$ cat src/rtl/uart_pkg.sv
// rtl/uart_pkg.sv - parity mode constants and FSM state encoding for the UART transmitter
package uart_pkg;

  localparam int PAR_NONE = 0;
  localparam int PAR_EVEN = 1;
  localparam int PAR_ODD  = 2;

  typedef enum logic [2:0] {
    ST_IDLE  = 3'd0,
    ST_START = 3'd1,
    ST_DATA  = 3'd2,
    ST_PAR   = 3'd3,
    ST_STOP  = 3'd4
  } state_t;

endpackage

$ cat src/rtl/uart_baud_tick.sv
// rtl/uart_baud_tick.sv - bit-period divider, tick on the last clock of each CPB-clock period
module uart_baud_tick #(
  parameter int CPB = 1
) (
  input  logic clk,
  input  logic rst_n,
  input  logic clr,
  output logic tick
);

  if (CPB == 1) begin : g_const
    // Every clock is a bit boundary, so no counter state is needed.
    logic w_unused;
    assign w_unused = clk ^ rst_n ^ clr;
    assign tick     = 1'b1;
  end else begin : g_cnt
    localparam int CW = $clog2(CPB);
    localparam logic [CW-1:0] LAST = CW'(CPB - 1);

    logic [CW-1:0] r_cnt;

    always_ff @(posedge clk or negedge rst_n) begin
      if (!rst_n) begin
        r_cnt <= '0;
      end else if (clr || r_cnt == LAST) begin
        r_cnt <= '0;
      end else begin
        r_cnt <= r_cnt + 1'b1;
      end
    end

    assign tick = (r_cnt == LAST);
  end

endmodule

$ cat src/rtl/uart_tx_gen.sv
// rtl/uart_tx_gen.sv - parameterised UART frame transmitter with optional parity and line inversion
module uart_tx_gen
  import uart_pkg::*;
#(
  parameter int DW     = 8,
  parameter int CPB    = 1,
  parameter int PARITY = 0,
  parameter int STOP   = 1,
  parameter int INVERT = 1
) (
  input  logic          clk,
  input  logic          rst_n,
  input  logic          send,
  input  logic [DW-1:0] din,
  output logic          busy,
  output logic          done,
  output logic          out
);

  if (DW < 5 || DW > 9) begin : g_bad_dw
    $fatal(1, "uart_tx_gen: DW must be 5..9");
  end
  if (CPB < 1 || CPB > 65535) begin : g_bad_cpb
    $fatal(1, "uart_tx_gen: CPB must be 1..65535");
  end
  if (PARITY < 0 || PARITY > 2) begin : g_bad_par
    $fatal(1, "uart_tx_gen: PARITY must be 0, 1 or 2");
  end
  if (STOP < 1 || STOP > 2) begin : g_bad_stop
    $fatal(1, "uart_tx_gen: STOP must be 1 or 2");
  end
  if (INVERT < 0 || INVERT > 1) begin : g_bad_inv
    $fatal(1, "uart_tx_gen: INVERT must be 0 or 1");
  end

  localparam logic [3:0] LAST_BIT  = 4'(DW - 1);
  localparam logic [3:0] LAST_STOP = 4'(STOP - 1);
  localparam logic       HAS_PAR   = (PARITY != PAR_NONE);
  localparam logic       PAR_FLIP  = (PARITY == PAR_ODD);
  localparam logic       LINE_INV  = (INVERT != 0);

  state_t        r_state;
  state_t        w_next;
  logic [DW-1:0] r_shift;
  logic          r_par;
  logic [3:0]    r_cnt;
  logic          w_tick;
  logic          w_clr;
  logic          w_load;
  logic          w_line;

  assign w_clr = (r_state == ST_IDLE);

  uart_baud_tick #(.CPB(CPB)) u_baud (
    .clk  (clk),
    .rst_n(rst_n),
    .clr  (w_clr),
    .tick (w_tick)
  );

  always_ff @(posedge clk or negedge rst_n) begin
    if (!rst_n) begin
      r_state <= ST_IDLE;
      r_shift <= '0;
      r_par   <= 1'b0;
      r_cnt   <= '0;
    end else begin
      r_state <= w_next;
      if (w_load) begin
        r_shift <= din;
        r_par   <= ^din;
        r_cnt   <= '0;
      end else if (w_tick) begin
        // r_cnt indexes data bits in DATA and stop periods in STOP.
        if (r_state == ST_DATA) begin
          r_shift <= r_shift >> 1;
          r_cnt   <= (r_cnt == LAST_BIT) ? 4'd0 : r_cnt + 4'd1;
        end else if (r_state == ST_STOP) begin
          r_cnt   <= (r_cnt == LAST_STOP) ? 4'd0 : r_cnt + 4'd1;
        end
      end
    end
  end

  always_comb begin
    w_next = r_state;
    w_load = 1'b0;
    w_line = 1'b1;
    busy   = 1'b1;
    done   = 1'b0;
    case (r_state)
      ST_IDLE: begin
        busy = 1'b0;
        if (send) begin
          w_next = ST_START;
          w_load = 1'b1;
        end
      end
      ST_START: begin
        w_line = 1'b0;
        if (w_tick) w_next = ST_DATA;
      end
      ST_DATA: begin
        w_line = r_shift[0];
        if (w_tick && r_cnt == LAST_BIT) w_next = HAS_PAR ? ST_PAR : ST_STOP;
      end
      ST_PAR: begin
        w_line = r_par ^ PAR_FLIP;
        if (w_tick) w_next = ST_STOP;
      end
      ST_STOP: begin
        w_line = 1'b1;
        if (w_tick && r_cnt == LAST_STOP) begin
          done = 1'b1;
          if (send) begin
            w_next = ST_START;
            w_load = 1'b1;
          end else begin
            w_next = ST_IDLE;
          end
        end
      end
      default: begin
        w_next = ST_IDLE;
        busy   = 1'b0;
      end
    endcase
    out = w_line ^ LINE_INV;
  end

endmodule

$ cat config.mk
export PLATFORM = sky130hd
export DESIGN_NAME = uart_tx_gen
export DESIGN_NICKNAME = d
export VERILOG_FILES = /design/src/rtl/uart_pkg.sv /design/src/rtl/uart_baud_tick.sv /design/src/rtl/uart_tx_gen.sv
export SDC_FILE = /design/constraint.sdc
export NUM_CORES = 1
export LEC_CHECK = 0
export CAP_MARGIN = 20
export CORE_MARGIN = 4
export CORE_UTILIZATION = 50
export DETAILED_ROUTE_END_ITERATION = 12
export PLACE_DENSITY = 0.82
export SKIP_CTS_REPAIR_TIMING = 1
export SLEW_MARGIN = 0
export SYNTH_ARGS = -nofsm -noshare
export SYNTH_HDL_FRONTEND = slang
export SYNTH_SLANG_ARGS = --single-unit
$ cat constraint.sdc
create_clock -name clk -period 3.7 [get_ports clk]
set_input_delay 0.74 -clock clk [delete_from_list [all_inputs] [get_ports clk]]
set_output_delay 0.74 -clock clk [all_outputs]
set_load 0.005 [all_outputs]
# [Word-level counts from Yosys, hierarchy flattened]
# Index checks and enable logic that the tools add are counted.
[totals] reg_bits=16 latch_bits=0 mem_bits_rw=0 rom_bits=0 word_cells=40 memories=0
[op_classes] addsub=1 multipliers=0 div_mod_pow=0 magnitude_cmp=0 eq_ne=8 n_shift=0 mux=19 bitwise=1 n_reduce_logical=7
[op_table] operator="$mux W4" count=5
[op_table] operator="$mux W8" count=2
[op_table] operator="$pmux W3 S5" count=1
[op_table] operator="$mux W3" count=3
[op_table] operator="$reduce_xor A8 Y1" count=1
[op_table] operator="$eq A3 B2 Y1 const B" count=2
[op_table] operator="$mux W1" count=6
[op_table] operator="$add A4 B1 Y4 const B" count=1
[op_table] operator="$eq A4 B3 Y1 const B" count=1
[op_table] operator="$logic_not A4 Y1" count=1
[op_table] operator="$ne A2 B1 Y1 const B" count=2
[op_table] operator="$reduce_or A4 Y1" count=1
[op_table] operator="$eq A3 B1 Y1 const B" count=1
[op_table] operator="$eq A3 B3 Y1 const B" count=1
[op_table] operator="$logic_not A3 Y1" count=1
[op_table] operator="$pmux W1 S3" count=1
[op_table] operator="$reduce_and A3 Y1" count=1
[op_table] operator="$reduce_bool A3 Y1" count=1
[op_table] operator="$ne A2 B2 Y1 const B" count=1
[op_table] operator="$pmux W1 S2" count=1
[op_table] operator="$reduce_bool A2 Y1" count=1
[op_table] operator="$not A1 Y1" count=1

# [Logic depth before layout (Yosys ltp)]
# Gate-level depths: netlist (run 1).
[depth] ltp_word=5 ltp_mapped=8 depth_no_buf=6

# [Hierarchy]
# From an unflattened synthesis (run 1), not the netlist that was laid out.
[hier_totals] hier_cells=109 hier_area_um2=1023.5
[modules_own_cells] module="uart_tx_gen" n_inst=1 cells_per_inst=107 area_each_um2=1012.2 seq_area_each_um2=400.4
[modules_own_cells] module="uart_baud_tick" n_inst=1 cells_per_inst=2 area_each_um2=11.3 seq_area_each_um2=0.0

# [Worst setup path after synthesis (run 1)]
# Ideal clock, no wire load.
[synth_timing] path_type="register to register" start="register r_cnt[0]" end="register r_shift[0]" t_arrival_ns=1.816 t_required_ns=3.574 setup_slack_ns=1.758 path_stages_with_launch=8 n_path_buf=1 synth_period_minus_slack_ns=1.942 path_cell_list="dfrtp_1 -> inv_1 -> ha_1 -> or3b_4 -> a2111oi_4 -> buf_6 -> nor3b_1 -> a221o_1"
[synth_via] elab_chain_cells=4
[synth_rtl] item="from (decl)" line_no="uart_tx_gen.sv:46" source="logic [3:0] r_cnt;"
[synth_rtl] item="from (signal assigned)" line_no="uart_tx_gen.sv:77" source="r_cnt <= (r_cnt == LAST_BIT) ? 4'd0 : r_cnt + 4'd1;"
[synth_rtl] item="from (signal assigned)" line_no="uart_tx_gen.sv:79" source="r_cnt <= (r_cnt == LAST_STOP) ? 4'd0 : r_cnt + 4'd1;"
[synth_rtl] item="$logic_not A4 Y1 *" line_no="uart_tx_gen.sv:113" source="if (w_tick && r_cnt == LAST_STOP) begin"
[synth_rtl] item="$mux W1 *" line_no="uart_tx_gen.sv:113"
[synth_rtl] item="$pmux W1 S2 *" line_no="uart_tx_gen.sv:91" source="case (r_state)"
[synth_rtl] item="$mux W8 or $reduce_bool A2 Y1 (tied branches)"
[synth_rtl] item="to (signal assigned)" line_no="uart_tx_gen.sv:70" source="r_shift <= din;"
[synth_rtl] item="to (signal assigned)" line_no="uart_tx_gen.sv:76" source="r_shift <= r_shift >> 1;"
[synth_rtl] item="to (decl)" line_no="uart_tx_gen.sv:44" source="logic [DW-1:0] r_shift;"
# Every way passes the cells marked *; elsewhere a longest branch is shown, timed or not.
# A chain may end at the register's enable or synchronous reset.

# [Worst setup path after layout (run 1)]
[layout_timing] start="register r_cnt[0]" end="output done"
[layout_via] elab_chain_cells=3
[layout_rtl] item="$logic_not A4 Y1" line_no="uart_tx_gen.sv:113"
[layout_rtl] item="$mux W1" line_no="uart_tx_gen.sv:113"
[layout_rtl] item="$mux W1" line_no="uart_tx_gen.sv:91"
[layout_rtl] item="to (decl)" line_no="uart_tx_gen.sv:16" source="output logic done,"
# Every way passes these cells.

==> qor.log, run 1 <==
qor: sta.setup-tns-final 0 ns
qor: sta.rsz0062_at_grt false
qor: cts.clk_path_buf_depth 2
qor: flow_run.drv.max_cap_violation_count 0
qor: worst_setup_path.path_cells inv_1 > ha_1 > or3b_4 > nor2_1 > clkdlybuf4s50_1
qor: global_route.antenna_found_initial 0
qor: global_route.grt_max_degree 21
qor: status.status completed
qor: cts.clkSinkCount 16
qor: cts.tritoncts built
qor: detailed_routing.vias_after_detailed_routing 736
qor: finish.layout.cells.most_common_list 16 x dfrtp_1, 13 x clkdlybuf4s50_1, 10 x nand2_1
qor: pwr.p_per_area 709.0 nW/µm²
qor: pwr.power.share.combinational 47.4%
qor: cts.htreeDepth 1
qor: finish.layoutNonFillerInstCount 135
qor: yosys.fraction_of_the_yosys_area_taken_by_sequential_cells 41.50%
qor: pwr.internal_power 0.0004880 W
qor: worst_setup_path.setup.worst_path.class flop to primary output
qor: place.gp_congestion 0.7471
qor: yosys.yosysTopAreaCell dfrtp_1
qor: worst_setup_path.critical_path.startpoint_type flop
qor: sta.actual_transition_at_the_worst_max_transition_pin 0.8736 ns
qor: hold_path.worst_hold_path_type flop to flop
qor: detailed_routing.drtPass1Iterations 4
qor: sta.final.min_clock_period 2.689 ns
qor: detailed_routing.dr.first_iter.drc_count 16
qor: die.dieWidth 51.93 µm
qor: worst_setup_path.cpMaxStageDelayCell clkdlybuf4s50_1
qor: place.place.detailed.instances 132
qor: worst_setup_path.slowest_delay 0.50 ns
qor: pwr.p_clk_share 11.2%
qor: sta.final_max_slew_viol_count 0
qor: finish.area_growth_from_synthesis_to_layout 15.43%
qor: finish.finalNetCount 125
qor: detailed_routing.postRouteAntennaNets 0
qor: worst_setup_path.endpoint_kind primary output
qor: sta.smallest_setup_slack_after_layout 1.011 ns
qor: sta.fmax 371.9 MHz
qor: die.initial_core_util 54.11%
qor: finish.layout-drive-gt1-share 6.364%
qor: sta.worst_clock_skew 0.003994 ns
qor: yosys.synthesis.area 964.7 µm²
qor: yosys.synth_nets 112
qor: place.place_hpwl 1.167 mm
qor: yosys.synth_cell_type_count 27
qor: yosys.synthTopCellsByArea dfrtp_1 42%, xnor2_1 8.2%, mux2i_1 6.2%
qor: yosys.syn_inst 99
qor: worst_setup_path.crit_required 2.96 ns
qor: detailed_routing.drt_wl_total 1.539 mm
qor: global_route.wire_length_of_the_first_global_routing_pass 2.608 mm
qor: die.die_h 51.93 µm
qor: global_route.first_global_vias 673
qor: die.placeableCoreArea 1783 µm²
qor: worst_setup_path.crit_fanout 5
qor: yosys.yosys_warnings 0
qor: detailed_routing.wl_per_cell 11.40 µm
qor: place.port_buffers 13
qor: detailed_routing.vias_per_cell 5.452
qor: pwr.power.ir.vdd_worst 0.0003777 V
qor: pwr.report.power.total 0.0007895 W
qor: sta.setup_viol 0
qor: detailed_routing.post-route-drc-count 0
qor: cts.cts_root_buffer clkbuf_4
qor: finish.antennaDiodeCount 0
qor: sta.whs 0.5228 ns
qor: pwr.cellLeakagePower 0.4489 nW
qor: die.placement_rows 15
qor: die.die-area 2696 µm²
qor: global_route.grt_overflow 0
qor: worst_setup_path.critical_path_arrival 1.95 ns
qor: place.place_worst_setup_slack 1.062 ns
qor: yosys.synth_seq_cells 16
qor: pwr.switching_share 38.19%
qor: pwr.switching_power 0.0003015 W
qor: pwr.sequential_share_of_power 41.4%
qor: yosys.syn_avg_cell_area 9.744 µm²
qor: sta.timing.max_slew.rel_slack 41.76%
qor: yosys.synth_largest_type_area_fraction 41.50%
qor: sta.number_of_hold_violations_in_the_final_report 0
qor: die.pin_count 14
qor: finish.final_common_cell dfrtp_1
qor: cts.worst_skew_pair.late_latency 0.28 ns
qor: sta.timing.final.crit_share 72.67%
qor: cts.path_clk_slew 0.09 ns
qor: global_route.grt_usage 13.20%
qor: cts.numCtsBuffers 3
-- logic make-up (layout without fill, tap and decap cells) --
logic type / count (synthesis) / in the layout / share of synthesized area, %
buffers and inverters: 9 / 20 / 5.577
adder cells (fa/ha/maj): 2 / 2 / 2.594
multiplexers: 6 / 6 / 6.226
XOR/XNOR: 9 / 9 / 8.172
AO/OA/AOI/OAI: 23 / 23 / 17.12
AND/OR/NAND/NOR: 34 / 34 / 18.81
flip-flops: 16 / 16 / 41.50
-- sequential cells by signal, indices dropped and copies added (netlist names) --
signal,flops
r_par,1
r_shift,8
r_cnt,4
r_state,3
-- routing by layer --
layer / vias up / track usage (%) / wire, µm
li1: 373 / - / -
met1: 344 / 14.26 / 720
met2: 15 / 23.43 / 717
met3: 4 / 3.438 / 79
met4: 0 / 6.550 / 21
met5: - / 0 / 0
-- cell usage after synthesis --
| cell type | number |
|---|---|
| a2111oi_4 | 1 |
| a211oi_1 | 1 |
| a21oi_1 | 5 |
| a221o_1 | 2 |
| and3b_1 | 1 |
| buf_2 | 1 |
| buf_4 | 1 |
| buf_6 | 2 |
| clkbuf_1 | 2 |
| dfrtp_1 | 16 |
| ha_1 | 2 |
| inv_1 | 3 |
| mux2i_1 | 6 |
| nand2_1 | 10 |
| nand2b_1 | 3 |
| nand3_1 | 3 |
| nor2_1 | 7 |
| nor2b_1 | 2 |
| nor3_1 | 1 |
| nor3b_1 | 5 |
| o211ai_1 | 3 |
| o21ai_0 | 9 |
| o2bb2ai_1 | 1 |
| o31a_1 | 1 |
| or3b_2 | 1 |
| or3b_4 | 1 |
| xnor2_1 | 9 |
-- critical path: cells and delay by family, from the launching register on --
kind | cells | cell delay (ns)
flip-flops | 1 | 0.41
buffers and inverters | 2 | 0.60
adder cells (fa/ha/maj) | 1 | 0.14
AND/OR/NAND/NOR | 2 | 0.52
-- power groups by stage --
stage	Clock, W	Sequential, W	Combinational, W
after floorplan	0	0.000291	0.000332
after global placement	0	0.000330	0.000369
after detailed placement	0	0.000331	0.000379
after CTS	0.0000926	0.000328	0.000381
after global routing	0.000100	0.000340	0.000425
final	0.0000886	0.000327	0.000374
-- cell type report --
cell class / count / area [µm²]
clock buffer: 3 / 22.52
fill: 160 / 669.4
inverter: 3 / 11.26
multi-input combinational: 74 / 510.5
sequential: 16 / 400.4
tap: 25 / 31.28
timing repair buffer: 14 / 137.6
-- path summary, 6_finish.rpt --
check / to / cells past startpoint / start / slack [ns]
worst max-delay path: done / 5 / r_cnt[0] / 1.01
worst min-delay path: r_shift[1] / 1 / r_shift[2] / 0.52
worst max register to register: r_shift[0] / 6 / r_cnt[0] / 1.28
worst min register to register: r_shift[1] / 1 / r_shift[2] / 0.52
max in group asynchronous: r_shift[3] / 1 / rst_n / 2.38
min in group asynchronous: r_shift[4] / 1 / rst_n / 0.88
-- per-stage QoR --
| step | cell area (µm²) | utilization (%) |
|---|---|---|
| after floorplan | 964.7 | - |
| after global placement | 1091 | 61.19 |
| after detailed placement | 1091 | 61.19 |
| after CTS | 1114 | 62.46 |
| after global routing | 1114 | 62.46 |
| final | 1114 | 62.46 |
Note: power is estimated with default switching activity, not from simulation.
==> run 2, diff against run 1 <==
clock period = 2.6 ns   (was 3.7 ns; I/O delays follow)
==> run 2 against run 1 <==
Clock power increased by 83%. Hold slack worse by 0.0080 ns. Sequential power up 43%. Register-to-register slack lost 0.79 ns. Total power rose by 49%. Setup slack worse by 0.90 ns. Critical endpoint unchanged. Largest cell class unchanged. Largest power group unchanged.
==> qor.log, run 2 (synthesis gave the netlist of run 1 again) <==
qor: die.pin_count 14 [unchanged]
qor: finish.finalNetCount 126 [+0.80%]
qor: hold_path.hold-path-cell-count 1 [unchanged]
qor: worst_setup_path.timing.reg2reg.setup_slack 0.49 ns [-0.79 ns]
qor: place.place.detailed.instances 133 [+0.76%]
qor: hold_path.worst_hold_path_type flop to flop
qor: worst_setup_path.worst_r2r_endpoint r_shift[3]
qor: worst_setup_path.setup.worst_path.class flop to primary output
qor: finish.area_growth_from_synthesis_to_layout 17.64%
qor: die.dieWidth 51.93 µm [unchanged]
qor: detailed_routing.dr.first_iter.drc_count 6 [-10]
qor: place.gp_congestion 0.7392 [-1.1%]
qor: cts.path_clk_slew 0.09 ns [about the same]
qor: global_route.grt_most_used_layer met2
qor: finish.antennaDiodeCount 0 [unchanged]
qor: sta.actual_transition_at_the_worst_max_transition_pin 0.7130 ns [-0.1606 ns]
qor: die.initial_core_util 54.11% [unchanged]
qor: detailed_routing.wl_per_cell 12.33 µm [+8.1%]
qor: sta.timing.max_slew.rel_slack 52.32% [+11 points]
qor: cts.worst_skew_pair.late_latency 0.28 ns [about the same]
qor: finish.largestRegisters r_shift: 8 flops, r_cnt: 4 flops, r_state: 3 flops
qor: worst_setup_path.slowest_delay 0.51 ns [about the same]
qor: detailed_routing.post-route-drc-count 0 [unchanged]
qor: sta.rsz0062_at_grt false
qor: worst_setup_path.crit_required 2.08 ns [-0.88 ns]
qor: finish.layout.cells.most_common_list 16 x dfrtp_1, 13 x clkdlybuf4s50_1, 10 x nand2_1
qor: worst_setup_path.critical_path.startpoint_type flop
qor: worst_setup_path.critical_path_arrival 1.97 ns [+0.02 ns]
qor: flow_run.drv.max_cap_violation_count 0 [unchanged]
qor: worst_setup_path.path_cells inv_1 > ha_1 > or3b_4 > nor2_1 > clkdlybuf4s50_1
qor: finish.layoutNonFillerInstCount 137 [+1.5%]
qor: pwr.cellLeakagePower 0.4612 nW [+2.7%]
qor: detailed_routing.drt_wl_total 1.689 mm [+9.7%]
qor: detailed_routing.vias_after_detailed_routing 720 [-2.2%]
qor: sta.fmax 401.9 MHz
qor: global_route.wire_length_of_the_first_global_routing_pass 3.105 mm [+19%]
qor: global_route.grt_usage 15.37% [+2.2 points]
qor: worst_setup_path.endpoint_kind primary output
qor: worst_setup_path.cpMaxStageDelayCell clkdlybuf4s50_1
qor: cts.clkSinkCount 16 [unchanged]
qor: status.status completed
qor: global_route.grtUsageMet3 3.725% [+0.29 points]
qor: hold_path.min-delay-start r_shift[1]
qor: cts.tritoncts built
qor: global_route.grt_max_degree 17 [-19%]
qor: place.place_hpwl 1.302 mm [+12%]
qor: finish.largest_register_ffs 8 [unchanged]
qor: finish.top_register r_shift
qor: sta.final_max_slew_viol_count 0 [unchanged]
qor: detailed_routing.postRouteAntennaNets 0 [unchanged]
qor: sta.worst_clock_skew 0.0007051 ns [-0.003289 ns]
qor: finish.fin_util 63.65% [+1.2 points]
qor: die.placement_rows 15 [unchanged]
qor: finish.num-fill-cells 164 [+2.5%]
qor: sta.setup_viol 0 [unchanged]
qor: global_route.first_global_vias 739 [+9.8%]
qor: pwr.power.ir.vdd_worst 0.0005313 V [+41%]
qor: die.die_h 51.93 µm [unchanged]
qor: worst_setup_path.critPathTopFamily buffers and inverters
qor: pwr.p_per_area 1038 nW/µm² [+46%]
qor: worst_setup_path.worst_r2r_path_depth 7 [+1]
qor: worst_setup_path.crit_fanout 5 [unchanged]
qor: die.die-area 2696 µm² [unchanged]
qor: cts.numCtsBuffers 3 [unchanged]
qor: cts.htreeDepth 1 [unchanged]
qor: die.placeableCoreArea 1783 µm² [unchanged]
qor: detailed_routing.vias_per_cell 5.255 [-3.6%]
qor: cts.clk_path_buf_depth 2 [unchanged]
qor: global_route.grt_overflow 0 [unchanged]
qor: finish.layout-drive-gt1-share 8.036% [+1.7 points]
qor: detailed_routing.drtPass1Iterations 2 [-2]
qor: sta.final.min_clock_period 2.488 ns
qor: worst_setup_path.critical_path.reg2reg.startpoint r_cnt[0]
qor: sta.timing.final.crit_share 95.71%
qor: sta.number_of_hold_violations_in_the_final_report 0 [unchanged]
qor: global_route.antenna_found_initial 0 [unchanged]
qor: hold_path.timing.hold.worst_endpoint r_shift[0]
qor: finish.final_common_cell dfrtp_1
qor: place.port_buffers 13 [unchanged]
qor: global_route.met1_usage 17.48% [+3.2 points]
qor: sta.setup-tns-final 0 ns [unchanged]
qor: cts.cts_root_buffer clkbuf_4
qor: worst_setup_path.cp_num_buf_inv 2 [unchanged]
qor: global_route.grt.met2_usage 28.24% [+4.8 points]
-- run 2: changes by cell type in the layout (fill, tap and decap cells not counted) --
| cell | delta |
|---|---|
| buf_4 | +1 |
| clkbuf_8 | +1 |
-- run 2: per-stage QoR --
step                worst slack, ns   power, W  cell area (µm²)  hold slack [ns]
floorplan                    0.6585  0.0008863            964.7           0.2244
global placement             0.4721  0.0009978             1099           0.4843
detailed placement           0.4177   0.001026             1099           0.4876
CTS                         0.08832   0.001192             1135           0.5158
global route               0.008601   0.001289             1135           0.5386
finish                       0.1116   0.001178             1135           0.5148
-- run 2: layer usage --
metal  vias to the layer above  share of wire [%]
li1                        369                  -
met1                       338                 45
met2                        13                 50
met3                         0                5.2
met4                         0                  0
met5                         -                  0
-- run 2: final cells by class --
type	instances	area, µm²	area share [%]
Sequential cell	16	400.4	35.28
Timing Repair Buffer	15	145.1	12.79
Tap cell	25	31.28	2.756
Clock buffer	4	36.28	3.197
Multi-Input combinational cell	74	510.5	44.98
Inverter	3	11.26	0.9923
-- run 2: worst register-to-register path: cells and delay by family (launching register included) --
kind / cells / cell delay [ns]
DFF: 1 / 0.41
AOI/OAI and AO/OA: 2 / 0.62
and+or+nand+nor: 2 / 0.48
adders and majority gates: 1 / 0.14
buffers and inverters: 2 / 0.37
-- run 2: how the worst max path moves through the flow --
| stage | startpoint | slack [ns] | cells past startpoint | end |
|---|---|---|---|---|
| 5_1_grt | r_cnt[0] | 0.009 | 5 | done |
| 4_1_cts | r_cnt[0] | 0.09 | 5 | done |
| 3_3_place_gp | r_cnt[0] | 0.47 | 5 | done |
| 2_1_floorplan | r_cnt[0] | 0.66 | 7 | r_shift[0] |
| 3_5_place_dp | r_cnt[0] | 0.42 | 5 | done |
| 6_report | r_cnt[0] | 0.11 | 5 | done |
-- run 2: report_power, final --
| part | leakage, nW | total, W | switching, W | internal (W) |
|---|---|---|---|---|
| sequential | 0.203 | 0.000467 | 0.000116 | 0.000352 |
| combinational | 0.237 | 0.000548 | 0.000253 | 0.000295 |
| clock | 0.0210 | 0.000162 | 0.0000773 | 0.0000851 |
